<file path="config.mk">
export PLATFORM = sky130hd
export DESIGN_NAME = demux_4_32_stream
export DESIGN_NICKNAME = d
export VERILOG_FILES = /design/src/rtl/demux_4_32_stream.sv
export SDC_FILE = /design/constraint.sdc
export NUM_CORES = 1
export LEC_CHECK = 0
export BUFFER_PORTS_ARGS = -buffer_cell sky130_fd_sc_hd__buf_2
export CAP_MARGIN = 20
export CELL_PAD_IN_SITES_DETAIL_PLACEMENT = 0
export CELL_PAD_IN_SITES_GLOBAL_PLACEMENT = 1
export CORE_MARGIN = 2
export CORE_UTILIZATION = 36
export CTS_CLUSTER_SIZE = 28
export DETAILED_ROUTE_END_ITERATION = 10
export HOLD_SLACK_MARGIN = 0.12
export PLACE_DENSITY = 0.83
export SLEW_MARGIN = 10
export SYNTH_ARGS = -nofsm -noshare
export SYNTH_HDL_FRONTEND = slang
export SYNTH_SLANG_ARGS = --single-unit
</file>
<file path="constraint.sdc">
create_clock -name clk -period 1.3 [get_ports clk]
set_input_delay 0.195 -clock clk [delete_from_list [all_inputs] [get_ports clk]]
set_output_delay 0.195 -clock clk [all_outputs]
set_load 0.005 [all_outputs]
</file>
<file path="src/rtl/demux_4_32_stream.sv">
// demux_4_32_stream: steers one valid/ready stream into four registered output channels by in_sel
module demux_4_32_stream #(
  parameter int WIDTH = 32
) (
  input  logic             clk,
  input  logic             reset,
  input  logic [WIDTH-1:0] in_data,
  input  logic [1:0]       in_sel,
  input  logic             in_valid,
  output logic             in_ready,
  output logic [WIDTH-1:0] out0_data,
  output logic             out0_valid,
  input  logic             out0_ready,
  output logic [WIDTH-1:0] out1_data,
  output logic             out1_valid,
  input  logic             out1_ready,
  output logic [WIDTH-1:0] out2_data,
  output logic             out2_valid,
  input  logic             out2_ready,
  output logic [WIDTH-1:0] out3_data,
  output logic             out3_valid,
  input  logic             out3_ready
);
  typedef enum logic {EMPTY = 1'b0, FULL = 1'b1} state_t;
  logic [3:0] w_oready;
  logic [3:0] w_full;
  logic [3:0] w_load;
  logic       w_accept;
  assign w_oready = {out3_ready, out2_ready, out1_ready, out0_ready};
  // a full slot can still take a word in the same cycle its consumer drains it
  assign in_ready = ~w_full[in_sel] | w_oready[in_sel];
  assign w_accept = in_valid & in_ready;
  for (genvar n = 0; n < 4; n++) begin : g_ch
    state_t           r_state;
    state_t           w_next;
    logic [WIDTH-1:0] r_data;
    assign w_load[n] = w_accept & (in_sel == 2'(n));
    assign w_full[n] = (r_state == FULL);
    always_ff @(posedge clk or negedge reset) begin
      if (!reset) r_state <= EMPTY;
      else        r_state <= w_next;
    end
    always_comb begin
      w_next = r_state;
      if (r_state == EMPTY) w_next = w_load[n] ? FULL : EMPTY;
      else                  w_next = (w_oready[n] & ~w_load[n]) ? EMPTY : FULL;
    end
    // data keeps its last word after a drain so outputs never go X
    always_ff @(posedge clk or negedge reset) begin
      if (!reset)         r_data <= '0;
      else if (w_load[n]) r_data <= in_data;
    end
  end
  assign out0_data  = g_ch[0].r_data;
  assign out1_data  = g_ch[1].r_data;
  assign out2_data  = g_ch[2].r_data;
  assign out3_data  = g_ch[3].r_data;
  assign out0_valid = w_full[0];
  assign out1_valid = w_full[1];
  assign out2_valid = w_full[2];
  assign out3_valid = w_full[3];
endmodule

</file>
**After elaboration in Yosys (flattened, before gate mapping)**

Index checks and enable logic that the tools add are counted.

- $add $sub $neg: 0
- Multipliers: 0
- Divide/modulo/power cells: 0
- Order comparisons: 1
- Equality and inequality tests: 3
- Shift-type cells: 0
- Mux-type cells: 16
- Bitwise operators: 15
- Reductions and logical operators: 1

Operators by type and width:

| kind | count |
|---|---|
| two-way mux 1 bit | 14 |
| bitwise AND 1 bit | 9 |
| inverter 1 bit | 5 |
| binary-select mux 1 bit (select 2 bit) | 2 |
| == test 2 bit, second input constant | 2 |
| < comparator 2 x 3 -> 1 bit, second input constant | 1 |
| == test 2 x 1 -> 1 bit, second input constant | 1 |
| logical NOT 2 bit | 1 |
| bitwise OR 1 bit | 1 |

- Flip-flop bits (word level): 132
- Bits in latches: 0
- RAM bits: 0
- Bits in read-only memories: 0
- Input port bits: 41
- Output and inout bits: 133
- Word-level logic and storage cells: 44
- Memories: 0

**Logic depth before layout (Yosys ltp)**

Gate-level depths: netlist of the first run.

- Depth after elaboration: 10
- Depth in mapped cells: 6
- Mapped depth without buffers: 3

**Worst setup path before layout of the first run**

OpenSTA, ideal clock, no wires.

- Path type: register -> register
- Start: register g_ch[1].r_state, in the netlist out1_valid
- End: register g_ch[1].r_data[10], in the netlist out1_data[10]
- Setup time: 0.125 ns
- Data arrival time: 1.266 ns
- Data required time: 1.175 ns
- Path slack: -0.091 ns
- Stages on the path, launching flop included: 5
- Path buffers: 1
- Period minus slack after synthesis: 1.391 ns
- Cell sequence: dfrtp_1 nand2b_1 nor3b_4 buf_6 mux2_2

- Longest elaborated chain between the ends: 6

Ends and longest elaborated chain:

| element | line | text |
|---|---|---|
| start, declared | 34 | `state_t r_state;` |
| start signal, assigned | 41 | `else r_state <= w_next;` |
| binary-select mux 1 bit (select 2 bit) | 31 | `assign in_ready = ~w_full[in_sel] \| w_oready[in_sel];` |
| two-way mux 1 bit (implied by the code) | 31 |  |
| inverter 1 bit | 31 |  |
| bitwise OR 1 bit | 31 |  |
| bitwise AND 1 bit | 32 | `assign w_accept = in_valid & in_ready;` |
| bitwise AND 1 bit | 37 | `assign w_load[n] = w_accept & (in_sel == 2'(n));` |
| end signal, assigned | 51 | `else if (w_load[n]) r_data <= in_data;` |
| end, declared | 36 | `logic [WIDTH-1:0] r_data;` |

No other way between the ends. The select of a mux whose other input is x is not followed.
A chain may end at the register's enable or synchronous reset.

**Worst setup path after layout of the first run**

- Start: register g_ch[3].r_state, in the netlist out3_valid
- End: output port in_ready

- Longest elaborated chain between the ends: 4

Ends and longest elaborated chain:

| element | line | text |
|---|---|---|
| start, declared | 34 |  |
| start signal, assigned | 41 |  |
| binary-select mux 1 bit (select 2 bit) | 31 |  |
| two-way mux 1 bit (implied by the code) | 31 |  |
| inverter 1 bit | 31 |  |
| bitwise OR 1 bit | 31 |  |
| end, declared | 10 | `output logic in_ready,` |

No other way between the ends. The select of a mux whose other input is x is not followed.

==> flow_metrics.py, run 1 <==
metrics = {
    "clocking": {
        "cts.path.max_buffers": 2,
        "clock_latency_ns": 0.42,
        "cts_buffers": 17,
        "path_clk_slew_ns": 0.06,
        "cts_tree": "done",
        "htreeDepth": 4,
        "cts-root-buf": "clkbuf_16",
        "cts.sinks": 132,
    },
    "logic_synthesis": {
        "yosysMostFrequentCell": "dfrtp_1",
        "synthFlopType": "dfrtp_1",
        "syn_inst": 292,
        "synth_async_sr_flop_share": 1.00,
        "synthMuxAreaShare": 0.293,
        "synth_edf_count": 0,
        "yosys.area.top_type_share": 0.661,
        "yosys.cell_types.count": 16,
        "synth.net_count": 333,
        "ys_ff_latch": 132,
        "ys_seq_area_frac": 0.661,
        "ys_top_cells_by_area": "dfrtp_1 (66%), mux2_2 (28%), buf_6 (2.0%)",
        "synth_compound_area_frac": 0.00100,
        "syn-cell-area_mm2": 0.00500,
        "synth_top_family_by_area": "multiplexers",
        "synth-simple-area-share": 0.0193,
        "synth_xor_area_frac": 0,
        "syn_avg_cell_area_um2": 17.1,
        "synth_common_cells": "dfrtp_1 (132), mux2_2 (124), buf_6 (9), buf_2 (5), nand2_1 (5)",
        "ys_warn_count": 0,
        "synth_top_area_cell": "dfrtp_1",
        "synth_adder_area_share": 0,
    },
    "grt": {
        "grt_pass1_wl_mm": 21.6,
        "grtUsageTotal": 0.198,
        "antenna_found_initial": 0,
        "grt_overflow": 0,
        "grt_max_degree": 67,
        "first_global_vias": 3655,
    },
    "floorplan": {
        "fp.dieW_um": 122,
        "dieArea_mm2": 0.0148,
        "num_rows": 43,
        "core_area_mm2": 0.0137,
        "die_h_um": 122,
        "ioPinCount": 174,
        "initial_utilization": 0.364,
    },
    "setup_path": {
        "start_kind": "flop",
        "r2r_cells": 6,
        "critPathLaunch": "out3_valid",
        "crit_type": "reg2out",
        "r2r_start": "out3_valid",
        "cp_max_fo": 2,
        "cp_data_required_time_ns": 1.11,
        "setup.worst_path.end": "in_ready",
        "reg2reg_slack_ns": -0.27,
        "endpoint_kind": "output port",
        "worstPathArrival_ns": 1.51,
        "reg2reg_to": "out3_data[13]",
    },
    "detailed_routing": {
        "met2_length_mm": 7.21,
        "via_per_inst": 4.69,
        "drt-met1-wl_mm": 6.09,
        "route.met3.wl_um": 605,
        "drt_pass1_iterations": 4,
        "wl_per_cell_um": 19.4,
        "vias": 3432,
        "highest_layer": "met4",
        "drt-total-wl_mm": 14.2,
        "drc": 0,
        "drt_iter0_markers": 150,
        "ant_nets": 0,
    },
    "placed_design": {
        "gp_congestion": 0.763,
        "io_buffer_count": 173,
        "detailed_place.area_mm2": 0.00640,
        "place_hpwl_mm": 8.20,
    },
    "power": {
        "p_comb_frac": 0.218,
        "p_per_area_mw_per_mm2": 1690,
        "p_sw_mw": 3.39,
        "internal_power_mw": 9.94,
        "pwr-share-seq": 0.412,
        "irDropWorstVdd_mv": 1.12,
        "swShare": 0.254,
        "p_total_mw": 13.3,
        "clock_power_share": 0.370,
        "leakagePower_nw": 3.94,
    },
    "layout": {
        "area_growth_pct": 58.1,
        "n_fill_cell": 1059,
        "final_layout_size_suffix_gt1_frac": 0.676,
        "num_antenna_cells": 0,
        "fin_area_mm2": 0.00791,
        "layout.nets": 580,
    },
    "timing": {
        "slew-limit-headroom": 0.767,
        "rsz0062_at_grt": "yes",
        "post-route-period-util": 1.31,
        "hold_ws_ns": 0.134,
        "setup_violations": 131,
        "fin_ws_ns": -0.404,
        "skew_ns": 0.00683,
        "hold_viol_final": 0,
        "slew_viol_final": 0,
        "fmax_ghz": 0.587,
        "period_minus_slack_ns": 1.70,
        "worstMarginPinSlew_ns": 0.350,
    },
    "flow_run": {
        "maxCapViolCount": 0,
    },
    "status": {
        "status": "finished, violations left",
        "violations": "setup timing",
    },
    "worst_hold_path": {
        "hold_path.class": "in2async",
    },
}
critical path, stage by stage, from the launching register on:
cell      delay [ns]
dfrtp_1         0.37
nand2b_1        0.09
mux4_2          0.49
buf_2           0.14
layout make-up:
| cell class | count | area (µm²) | share of cell area |
|---|---|---|---|
| multi-input cells | 145 | 2010 | 0.254 |
| repair buffers | 243 | 1750 | 0.221 |
| clock buffers | 18 | 439 | 0.0555 |
| flip-flops and latches | 132 | 3300 | 0.418 |
| well taps | 180 | 225 | 0.0285 |
| clock inverters | 14 | 180 | 0.0228 |
what timing repair did:
action / 4_1_cts / 5_1_grt
cloned: 10 / 0
gates resized for setup: 63 / 19
setup buffers: 15 / 8
pin swaps: 2 / 0
endpoints found under the setup margin: 129 / 131
hold buffers: 35 / 0
hold endpoints to repair: 262 / 0
cell families after synthesis:
family | count (synthesis)
AOI/OAI and AO/OA | 1
buffers and inverters | 15
DFF | 132
muxes | 129
and+or+nand+nor | 15
placed cells by master (no fill, tap or decap), drive strengths merged:
master        instances
inv                   1
bufinv                3
nor2b                 2
mux4                  1
dlygate4sd3          34
mux2                128
nand2                 5
o21ai                 1
clkinvlp              2
dlymetal6s4s          1
dfrtp               132
clkinv                8
clkbuf               18
nand3b                1
nand2b                4
nand3                 1
and3                  1
nor3b                 1
buf                 208
registers in the layout (all words and copies together), names as in the netlist:
name and count:
out0_data 32, out1_data 32, out2_data 32, out3_data 32
out0_valid 1, out1_valid 1, out2_valid 1, out3_valid 1
routing by layer:
metal  vias to the layer above  GRT usage
met3                        25     0.0454
met2                       116      0.328
met5                         -          0
met1                      1767      0.251
met4                         0     0.0805
li1                       1524          -
worst min-delay path by stage:
stage                     startpoint       endpoint  slack [ns]
final                          reset  out1_data[28]        0.13
after global routing           reset  out2_data[28]        0.15
after CTS                      reset  out3_data[28]        0.12
after detailed placement       reset  out1_data[28]        0.01
after global placement         reset  out2_data[28]        0.01
after floorplan                reset   out0_data[0]       -0.10
stage by stage:
step	setup slack (ns)	instances	util	TNS (ns)
final	-0.404	732	0.576	-18.60
after global placement	-0.116	642	0.466	-8.46
after detailed placement	-0.152	642	0.466	-12.30
after global routing	-0.472	732	0.576	-26.12
after CTS	-0.432	734	0.583	-23.18
after floorplan	-0.0908	292	-	-4.31
power by group through the flow:
stage          registers, mW  logic (mW)  clock network, mW
2_1_floorplan           5.52        1.11                  0
3_3_place_gp            5.47        2.42                  0
3_5_place_dp            5.51        2.48                  0
4_1_cts                 5.47        2.91               5.01
5_1_grt                 5.58        3.11               5.20
6_report                5.49        2.90               4.93
Note: power is estimated with default switching activity, not from simulation.
==> inputs of run 2 (changes only) <==
- CORE_UTILIZATION: 36 -> 40
- PLACE_DENSITY: 0.83 -> 0.87
- clock period: 1.3 -> 1.8 ns (I/O delays scaled with it)
==> flow_metrics.py, run 2 (same netlist as run 1, synthesis figures left out) <==
metrics = {
    "power": {
        "leakagePower_nw": 3.27,
        "p_per_area_mw_per_mm2": 1290,
        "irDropWorstVdd_mv": 0.912,
        "p_total_mw": 8.94,
    },
    "floorplan": {
        "initial_utilization": 0.413,
        "core_area_mm2": 0.0121,
        "dieArea_mm2": 0.0134,
        "fp.dieW_um": 116,
        "die_h_um": 116,
        "num_rows": 40,
        "ioPinCount": 174,
    },
    "worst_hold_path": {
        "holdPathStages": 2,
        "hp-start": "in_data[2]",
        "hold_path.class": "in2reg",
        "hold_end": "out1_data[2]",
    },
    "status": {
        "status": "finished clean",
    },
    "timing": {
        "post-route-period-util": 0.952,
        "skew_ns": 0.00395,
        "fmax_ghz": 0.584,
        "slew-limit-headroom": 0.656,
        "tns_ns": 0,
        "hold_viol_final": 0,
        "setup_violations": 0,
        "worstMarginPinSlew_ns": 0.516,
        "rsz0062_at_grt": "no",
        "fin_ws_ns": 0.0869,
        "slew_viol_final": 0,
        "period_minus_slack_ns": 1.71,
    },
    "flow_run": {
        "maxCapViolCount": 0,
    },
    "setup_path": {
        "reg2reg_slack_ns": 0.34,
        "worstPathArrival_ns": 1.44,
        "cp_data_required_time_ns": 1.53,
        "reg2reg_to": "out1_data[22]",
        "endpoint_kind": "output port",
        "cp_max_fo": 3,
        "r2r_start": "out1_valid",
        "crit_type": "reg2out",
        "start_kind": "flop",
        "r2r_cells": 4,
    },
    "placed_design": {
        "pre_cts_ws_ns": 0.298,
        "io_buffer_count": 173,
        "gp_congestion": 0.768,
        "place_hpwl_mm": 7.64,
    },
    "detailed_routing": {
        "vias": 3213,
        "drt_iter0_markers": 163,
        "drc": 0,
        "drt-total-wl_mm": 11.1,
        "drt_pass1_iterations": 4,
        "via_per_inst": 4.71,
        "wl_per_cell_um": 16.2,
        "ant_nets": 0,
    },
    "clocking": {
        "cts_tree": "done",
        "cts.path.max_buffers": 2,
        "cts-root-buf": "clkbuf_16",
        "path_clk_slew_ns": 0.06,
        "clock_latency_ns": 0.41,
        "cts_buffers": 17,
        "cts.sinks": 132,
        "htreeDepth": 4,
    },
    "grt": {
        "grtUsageTotal": 0.172,
        "antenna_found_initial": 0,
        "grt_pass1_wl_mm": 17.3,
        "grt_overflow": 0,
        "first_global_vias": 3331,
        "grt_max_degree": 58,
    },
    "layout": {
        "num_antenna_cells": 0,
        "layout.nets": 542,
        "area_growth_pct": 38.5,
        "mostFrequentLayoutCell": "buf_2",
        "final_layout_size_suffix_gt1_frac": 0.671,
        "final_cell_mix": "buf_2 (172), dfrtp_1 (132), mux2_2 (124)",
    },
}
## run 2: cell count changes in the layout (fill, tap and decap cells not counted), moves of 4 or more
cell | before | now
buf_12 | 14 | 6
buf_4 | 13 | 6
buf_6 | 4 | 0
clkinv_4 | 7 | 1
clkinvlp_4 | 2 | 6
dlygate4sd3_1 | 34 | 21
mux2_1 | 0 | 4
mux2_2 | 13 | 124
mux2_4 | 115 | 0
## run 2: through the flow
stage	hold slack (ns)	instance area (µm²)	instances	utilization
floorplan	-0.0256	5000	292	-
global placement	0.267	6100	627	0.504
detailed placement	0.275	6100	627	0.504
CTS	0.121	6910	680	0.571
global route	0.130	6930	682	0.572
finish	0.139	6930	682	0.572
## run 2: worst max path at each step
| stage | startpoint | to | cells after the start |
|---|---|---|---|
| 5_1_grt | out2_valid | in_ready | 3 |
| 3_3_place_gp | in_sel[0] | out2_data[14] | 5 |
| 3_5_place_dp | in_sel[0] | out2_data[13] | 5 |
| 6_report | out0_valid | in_ready | 3 |
| 2_1_floorplan | in_sel[1] | out3_data[10] | 6 |
| 4_1_cts | out0_valid | in_ready | 3 |
## run 2: report_power, final
group | internal [mW] | switching [mW] | total, mW
combinational | 0.964 | 0.666 | 1.63
clock | 2.13 | 1.30 | 3.43
sequential | 3.59 | 0.296 | 3.88
## run 2: area by class of cell
cell class | instances | area [µm²]
clock buffer | 19 | 453
timing repair buffer | 205 | 1240
sequential | 132 | 3300
tap | 168 | 210
multi-input combinational | 145 | 1570
fill | 1001 | 5190
clock inverter | 13 | 149
## run 2: worst max-delay path: stages (launching register included)
cell,delay (ns)
dfrtp_1,0.34
nand2b_1,0.09
mux4_2,0.46
buf_2,0.14
## run 2: layer usage
| metal | global-route usage | vias to the layer above | routed length (µm) |
|---|---|---|---|
| met1 | 0.205 | 1627 | 4620 |
| met2 | 0.285 | 103 | 5560 |
| met3 | 0.0539 | 24 | 591 |
| met5 | 0 | - | 0 |
| met4 | 0.0849 | 0 | 294 |
| li1 | - | 1459 | - |
## run 2: what timing repair did
action,4_1_cts,5_1_grt
gates resized for setup,0,0
endpoints found under the hold margin,86,0
setup buffers,0,2
hold buffers,21,0
setup endpoints to repair,0,1
==> inputs of run 3 (changes only) <==
- ABC_AREA: not set -> 1
- CORE_UTILIZATION: 40 -> 38
- PLACE_DENSITY: 0.87 -> 0.88
- SLEW_MARGIN: 10 -> not set
==> flow_metrics.py, run 3 <==
metrics = {
    "timing": {
        "rsz0062_at_grt": "no",
        "worstMarginPinSlew_ns": 0.566,
        "fmax_ghz": 0.583,
        "hold_ws_ns": 0.137,
        "slew-limit-headroom": 0.622,
        "post-route-period-util": 0.953,
        "setup_violations": 0,
        "hold_viol_final": 0,
        "period_minus_slack_ns": 1.72,
        "slew_viol_final": 0,
        "skew_ns": 0.00805,
        "tns_ns": 0,
    },
    "worst_hold_path": {
        "hp-start": "in_data[3]",
        "holdPathStages": 3,
        "hold_path.class": "in2reg",
        "hold_end": "out3_data[3]",
    },
    "layout": {
        "final_layout_size_suffix_gt1_frac": 0.308,
        "fin_util": 0.519,
        "area_growth_pct": 34.0,
        "n_fill_cell": 1372,
        "final_cell_mix": "nand2_1 (268), buf_2 (171), dfrtp_1 (132)",
        "layout.nets": 816,
        "mostFrequentLayoutCell": "nand2_1",
        "layout.cells.non_filler": 972,
        "num_antenna_cells": 0,
    },
    "placed_design": {
        "gp_congestion": 0.801,
        "place_hpwl_mm": 10.6,
        "dp_cells": 931,
        "io_buffer_count": 173,
    },
    "clocking": {
        "cts.sinks": 132,
        "htreeDepth": 4,
        "cts_tree": "done",
        "cts.path.max_buffers": 2,
        "cts-root-buf": "clkbuf_16",
        "path_clk_slew_ns": 0.06,
        "clock_latency_ns": 0.43,
        "cts_buffers": 17,
    },
    "power": {
        "irDropWorstVdd_mv": 0.638,
        "p_per_area_mw_per_mm2": 1290,
        "leakagePower_nw": 4.15,
    },
    "logic_synthesis": {
        "yosys.cell_types.count": 18,
        "ys_ff_latch": 132,
        "syn_avg_cell_area_um2": 9.23,
        "ys_top_cells_by_area": "dfrtp_1 (59%), nand2_1 (18%), nand4_1 (14%)",
        "synth.net_count": 648,
        "syn-cell-area_mm2": 0.00561,
        "synth_common_cells": "nand2_1 (268), dfrtp_1 (132), nand4_1 (128), clkbuf_1 (19), buf_2 (14)",
        "synth_edf_count": 0,
        "synth_async_sr_flop_share": 1.00,
        "synth_top_area_cell": "dfrtp_1",
        "synthFlopType": "dfrtp_1",
        "yosys.area.top_type_share": 0.589,
        "ys_warn_count": 0,
        "syn_inst": 607,
        "yosysMostFrequentCell": "nand2_1",
        "ys_seq_area_frac": 0.589,
    },
    "grt": {
        "grt_pass1_wl_mm": 26.6,
        "grt_overflow": 0,
        "antenna_found_initial": 0,
        "grt_max_degree": 74,
        "grtUsageTotal": 0.213,
        "first_global_vias": 4818,
    },
    "floorplan": {
        "num_rows": 44,
        "core_area_mm2": 0.0145,
        "die_h_um": 125,
        "fp.dieW_um": 125,
        "initial_utilization": 0.387,
        "dieArea_mm2": 0.0157,
        "ioPinCount": 174,
    },
    "detailed_routing": {
        "drt_pass1_iterations": 5,
        "via_per_inst": 5.22,
        "vias": 5075,
        "wl_per_cell_um": 16.9,
        "drc": 0,
        "drt-total-wl_mm": 16.4,
        "drt_iter0_markers": 316,
        "ant_nets": 0,
    },
    "flow_run": {
        "maxCapViolCount": 0,
    },
    "setup_path": {
        "r2r_start": "out0_valid",
        "cp_data_required_time_ns": 1.53,
        "start_kind": "flop",
        "reg2reg_slack_ns": 0.16,
        "reg2reg_to": "out0_data[9]",
        "endpoint_kind": "output port",
        "crit_top_cell": "nand2_1",
        "r2r_cells": 10,
        "worstPathArrival_ns": 1.45,
        "slowest_stage": "dfrtp_1",
        "path_buf_inv": 2,
        "cp_max_fo": 8,
        "crit_type": "reg2out",
        "critical_path.cell_chain": "nand2_1 > nand2_1 > nand2_1 > nand2_2 > nand2_8 > buf_12 > buf_2",
        "crit_family": "simple AND/OR/NAND/NOR gates",
        "max_stage_delay_ns": 0.36,
    },
    "status": {
        "status": "finished clean",
    },
}
## run 3: cell count changes after synthesis, sizes merged, moves of 3 or more
cell	previous run	this run
nor2	0	4
nand2	5	270
o21ai	1	4
nand2b	4	0
nand3	1	7
inv	0	7
buf	14	36
mux2	128	0
clkbuf	1	19
nand4	0	128
## run 3: cell families (layout without fill, tap and decap cells)
| family | count (synthesis) | after routing | synth area share |
|---|---|---|---|
| DFF | 132 | 132 | 0.589 |
| and+or+nand+nor | 409 | 409 | 0.344 |
| AOI/OAI and AO/OA | 4 | 4 | 0.00357 |
| buffers and inverters | 62 | 243 | 0.0634 |
## run 3: power by group
group / total (mW) / internal [mW] / switching, mW
Sequential: 3.91 / 3.56 / 0.353
Combinational: 1.73 / 0.777 / 0.954
Clock: 4.08 / 2.77 / 1.32
## run 3: per-layer routing
metal / wire [µm] / GRT usage / part of all wire
met5: 0 / 0 / 0
met2: 7620 / 0.322 / 0.46
met1: 7250 / 0.296 / 0.44
met4: 250 / 0.0627 / 0.015
met3: 1320 / 0.0672 / 0.080
## run 3: timing repair
action	4_1_cts	5_1_grt
setup endpoints to repair	1	2
pin swaps	0	1
setup buffers	1	2
gates resized for setup	0	0
hold endpoints to repair	61	0
hold buffers	5	0
cloned	1	0
## run 3: final cells by class
cell class                      count  area (µm²)  share of cell area
Clock buffer                       18         439              0.0585
Clock inverter                     14         256              0.0341
Inverter                            7        26.3             0.00350
Tap cell                          184         230              0.0306
Multi-Input combinational cell    413        1960               0.261
Sequential cell                   132        3300               0.440
Timing Repair Buffer              204        1290               0.172
## run 3: worst register-to-register path, delay by kind of cell (launching register included)
family	cells	cell delay, ns
AND/OR/NAND/NOR	7	0.62
flip-flops	1	0.40
buffers and inverters	3	0.56
## run 3: metrics by stage
step | total power, mW | setup WS (ns) | instance area, µm²
floorplan | 4.67 | 0.447 | 5610
global route | 10.2 | 0.00121 | 7510
CTS | 9.80 | 0.0354 | 7500
finish | 9.72 | 0.0840 | 7510
detailed placement | 5.67 | 0.0545 | 6710
global placement | 5.64 | 0.0964 | 6710
## run 3: worst max-delay path by stage
| stage | slack, ns | cells past startpoint | end | start |
|---|---|---|---|---|
| 4_1_cts | 0.04 | 7 | in_ready | out3_valid |
| 3_5_place_dp | 0.05 | 11 | out3_data[5] | in_sel[0] |
| 6_report | 0.08 | 7 | in_ready | out1_valid |
| 2_1_floorplan | 0.45 | 10 | out0_data[10] | in_sel[0] |
| 3_3_place_gp | 0.1 | 11 | out3_data[8] | in_sel[0] |
| 5_1_grt | 0.001 | 7 | in_ready | out1_valid |
